$ cat src/rtl/id_exe_skid_stage.sv
// id_exe_skid_stage
//   Two-entry valid/ready pipeline stage between decode and execute. It carries
//   {pc, payload} from the decoder to the ALU. The head entry lives in the main
//   register. A second entry parks in the skid register while execute stalls.
//   in_ready is decoded from registered state only, so the stage has no
//   combinational path from out_ready to in_ready.
//
// Ports
//   clk         : clock, all state updates on the rising edge
//   rst         : synchronous active-high reset, has priority over everything
//   flush       : kills held entries and any entry offered this cycle
//   in_valid    : decode presents an entry
//   in_ready    : stage can accept (state != FULL)
//   in_pc       : PC of the offered entry
//   in_payload  : control/data payload of the offered entry
//   out_valid   : head entry present (state != EMPTY)
//   out_ready   : execute consumes the head entry
//   out_pc      : PC of the head entry
//   out_payload : payload of the head entry
//   occupancy   : number of held entries, 0..2 (equals the state encoding)
module id_exe_skid_stage #(
    parameter int PC_W        = 32,
    parameter int PAYLOAD_W   = 104,
    parameter int ZERO_BUBBLE = 1
) (
    input  logic                 clk,
    input  logic                 rst,
    input  logic                 flush,
    input  logic                 in_valid,
    output logic                 in_ready,
    input  logic [PC_W-1:0]      in_pc,
    input  logic [PAYLOAD_W-1:0] in_payload,
    output logic                 out_valid,
    input  logic                 out_ready,
    output logic [PC_W-1:0]      out_pc,
    output logic [PAYLOAD_W-1:0] out_payload,
    output logic [1:0]           occupancy
);

    typedef struct packed {
        logic [PC_W-1:0]      pc;
        logic [PAYLOAD_W-1:0] payload;
    } entry_t;

    // The encoding doubles as the occupancy count.
    typedef enum logic [1:0] {
        EMPTY = 2'd0,
        ONE   = 2'd1,
        FULL  = 2'd2
    } state_t;

    state_t state, state_nxt;
    entry_t main_q, main_nxt;
    entry_t skid_q, skid_nxt;
    entry_t in_entry;

    logic accept;
    logic pop;

    assign in_entry  = '{pc: in_pc, payload: in_payload};
    assign in_ready  = (state != FULL);
    assign out_valid = (state != EMPTY);
    assign occupancy = state;
    assign accept    = in_valid & in_ready;
    assign pop       = out_valid & out_ready;

    always_ff @(posedge clk) begin
        if (rst) begin
            state  <= EMPTY;
            main_q <= '0;
            skid_q <= '0;
        end else begin
            state  <= state_nxt;
            main_q <= main_nxt;
            skid_q <= skid_nxt;
        end
    end

    // Input data is only captured on accept, so X on in_* is harmless otherwise.
    always_comb begin
        state_nxt = state;
        main_nxt  = main_q;
        skid_nxt  = skid_q;
        if (flush) begin
            // A pop in this cycle is still taken by execute. Nothing else survives.
            state_nxt = EMPTY;
            main_nxt  = '0;
            skid_nxt  = '0;
        end else begin
            unique case (state)
                EMPTY: begin
                    if (accept) begin
                        state_nxt = ONE;
                        main_nxt  = in_entry;
                    end
                end
                ONE: begin
                    if (accept && pop) begin
                        main_nxt = in_entry;
                    end else if (accept) begin
                        state_nxt = FULL;
                        skid_nxt  = in_entry;
                    end else if (pop) begin
                        state_nxt = EMPTY;
                    end
                end
                FULL: begin
                    // in_ready is low here, so only a pop can move the stage.
                    if (pop) begin
                        state_nxt = ONE;
                        main_nxt  = skid_q;
                    end
                end
                default: begin
                    state_nxt = EMPTY;
                end
            endcase
        end
    end

    generate
        if (ZERO_BUBBLE != 0) begin : g_zero_bubble
            // An invalid head reads as all-zero, which execute treats as a NOP.
            assign out_pc      = out_valid ? main_q.pc      : '0;
            assign out_payload = out_valid ? main_q.payload : '0;
        end else begin : g_stale
            assign out_pc      = main_q.pc;
            assign out_payload = main_q.payload;
        end
    endgenerate

endmodule

$ cat config.mk
export PLATFORM = sky130hd
export DESIGN_NAME = id_exe_skid_stage
export DESIGN_NICKNAME = d
export VERILOG_FILES = /design/src/rtl/id_exe_skid_stage.sv
export SDC_FILE = /design/constraint.sdc
export NUM_CORES = 1
export LEC_CHECK = 0
export ABC_AREA = 1
export BUFFER_PORTS_ARGS = -buffer_cell sky130_fd_sc_hd__buf_2
export CAP_MARGIN = 20
export CORE_ASPECT_RATIO = 0.8
export CORE_MARGIN = 1
export CORE_UTILIZATION = 25
export DETAILED_ROUTE_END_ITERATION = 10
export HOLD_SLACK_MARGIN = 0.08
export SLEW_MARGIN = 20
export SYNTH_ARGS = -nofsm -noshare
export SYNTH_HDL_FRONTEND = slang
export SYNTH_SLANG_ARGS = --single-unit
$ cat constraint.sdc
create_clock -name clk -period 1.37 [get_ports clk]
set_input_delay 0.2055 -clock clk [delete_from_list [all_inputs] [get_ports clk]]
set_output_delay 0.2055 -clock clk [all_outputs]
set_load 0.03 [all_outputs]
==> out/metrics.csv <==
metric,value,unit
synth.area.top_cells,"dfxtp_1 44%, nor2_1 21%, nand2_1 20%",
synth.avg_cell_area,6.07,sq um
p_sw,4.85,mW
critPathMaxStageDelay,0.35,ns
die_w,252,um
fillCellCount,5188,
clock_path_buffers,3,
grt_util_all_layers,14.6,%
drive_above_1_share,19.8,%
dpl.hpwl,26100,um
antenna_found_initial,0,
power_frac_comb,14.2,%
synth_most_common_cell,nor2_1,
switching_share,25.6,%
synth_common_cells,"686 x nor2_1, 683 x nand2_1, 274 x dfxtp_1, 138 x inv_1, 132 x o21ai_0",
synth_top_area_share,43.8,%
arrival,1.73,ns
core,0.0488,sq mm
first_global_vias,11900,
synth_area,0.0125,sq mm
fmax,518,MHz
die_y,202,um
nets,2634,
cpMaxStageDelayCell,dfxtp_2,
async_reset_ff_share,0,%
ant_nets,0,
grt_max_degree,67,
maxCapViolCount,0,
seqPwrFrac,43.6,%
num_rows,72,
worst_pin_slew,0.331,ns
drtIter0Drc,575,
ys_seq_area_share,43.8,%
cp_cell_sequence,"nor2_4, buf_12, buf_4, nor2_1, buf_2",
crit_fanout,15,
worst-path-buf-inv,3,
crit_required,1.16,ns
synth-edff-count,0,
cp-start-kind,flop,
drv_slew,0,
cp_top_family,buffers and inverters,
ys_ff_latch,274,
cts_buffers,29,
ios,281,
root_buffer,clkbuf_16,
violations,setup timing,
synth_fp_nets,2203,
vias,12900,
p_int,14.1,mW
grt_pass1_wl,61500,um
overflow,0,
yosysTopAreaCell,dfxtp_1,
crit_path_end_kind,output pin,
period_minus_slack,1.93,ns
leakage,8.56,nW
path_class,flop to output pin,
via_per_inst,4.07,
rsz0062_at_grt,yes,
drc,0,
setup_violations,410,
slew_headroom,78.0,%
first_pass_iters,5,
clock_latency,0.57,ns
hp-class,input pin to flop,
synth_ff_type,dfxtp_1,
ir_drop,978,uV
synth_cells,2062,
initial_core_util,25.6,%
dp.cells,2985,
cts_tree,built,
run_status,finished with violations,
worst_slack,-0.562,ns
clkPwrFrac,42.1,%
wirelength,38000,um
fin_tns_setup,-92.69,ns
fin_crit_sh,141,%
routedWlPerCell,12.0,um
placed_area,0.0157,sq mm
final_cell_area,0.0184,sq mm
area_growth,47.3,%
port-buffer-count,280,
die_area,0.0510,sq mm
final_hold_viol_count,0,
skew,0.0140,ns
p_per_area,1030,mW/mm^2
place_congestion,0.783,
yosysWarnings,0,
ctsHtreeMaxLevel,1,
path_clk_slew,0.06,ns
cts_num_sinks,274,
num_antenna_cells,0,
instances_no_fill,3180,
synth_cell_types,16,
stage by stage:
stage                     util, %  hold WS [ns]  worst slack, ns  power, mW
after global placement       32.2         0.463          -0.0141       10.8
after CTS                    37.6        0.0813           -0.596       19.1
after detailed placement     32.2         0.470          -0.0385       10.8
final                        37.8         0.109           -0.562       18.9
after floorplan                 -         0.354           -0.168       9.82
after global routing         37.8        0.0998           -0.632       19.8
cell usage in the layout (no fill, tap or decap):
master,Yosys,final
a21oi_1,1,1
buf_12,0,43
buf_16,0,1
buf_2,43,199
buf_4,21,142
buf_6,0,6
buf_8,0,2
bufinv_16,0,2
clkbuf_1,63,5
clkbuf_16,0,29
clkbuf_4,0,1
clkbuf_8,0,8
clkinv_2,0,7
dfxtp_1,274,272
dfxtp_2,0,1
dfxtp_4,0,1
dlygate4sd3_1,0,139
inv_1,138,138
inv_2,4,2
inv_4,1,3
inv_6,0,1
nand2_1,683,680
nand2_2,2,1
nand2_4,0,4
nand3_1,1,1
nor2_1,686,641
nor2_2,0,13
nor2_4,0,32
o211ai_1,1,1
o21ai_0,132,132
o21ai_1,6,6
sequential cells by signal (all words and copies together) (netlist names):
| register | flops |
|---|---|
| main_q | 136 |
| occupancy | 2 |
| skid_q | 136 |
cells by family after synthesis:
logic type	synth area share [%]
AOI/OAI and AO/OA	5.62
DFF	43.8
buffers and inverters	9.36
and+or+nand+nor	41.2
layout make-up:
| type | instances | area [sq um] | share of cell area (%) |
|---|---|---|---|
| multi-input combinational | 1512 | 6160 | 33.4 |
| timing repair buffer | 533 | 4450 | 24.1 |
| inverter | 143 | 544 | 2.95 |
| sequential | 274 | 5490 | 29.8 |
| clock inverter | 10 | 104 | 0.563 |
| clock buffer | 42 | 855 | 4.64 |
| tap | 666 | 833 | 4.52 |
final timing paths:
kind / to / slack (ns) / startpoint / depth (start not counted)
worst max-delay path: out_pc[31] / -0.56 / occupancy[0] / 5
worst min-delay path: main_q[5] / 0.11 / flush / 5
worst min register to register: skid_q[47] / 0.48 / skid_q[47] / 2
worst max register to register: skid_q[27] / -0.15 / occupancy[1] / 9
metal layers:
metal  up-vias  share of wire, %  global-route usage [%]
met5         -                 0                       0
met4         0               1.9                    2.88
met3        41               4.0                    2.22
met2       253                45                    24.3
met1      5673                49                    19.9
li1       6975                 -                       -
power groups by stage:
| stage | clock (mW) | combinational [mW] | sequential [mW] |
|---|---|---|---|
| floorplan | 0 | 1.40 | 8.42 |
| global placement | 0 | 2.33 | 8.43 |
| finish | 7.97 | 2.69 | 8.26 |
| CTS | 8.21 | 2.67 | 8.26 |
| global route | 8.54 | 3.01 | 8.28 |
| detailed placement | 0 | 2.32 | 8.43 |
timing repair:
item | CTS | global route
setup endpoints to repair | 248 | 412
hold buffers | 139 | 0
endpoints found under the hold margin | 274 | 0
resized for setup | 83 | 33
pin swaps | 0 | 4
buffers inserted | 4 | 0
worst reg2reg max path, delay by kind of cell, from the launching register on:
kind | cells | cell delay [ns]
buf+inv | 5 | 0.55
flops | 1 | 0.36
compound gates | 1 | 0.29
simple gates | 3 | 0.21
(Power assumes the default switching activity.)
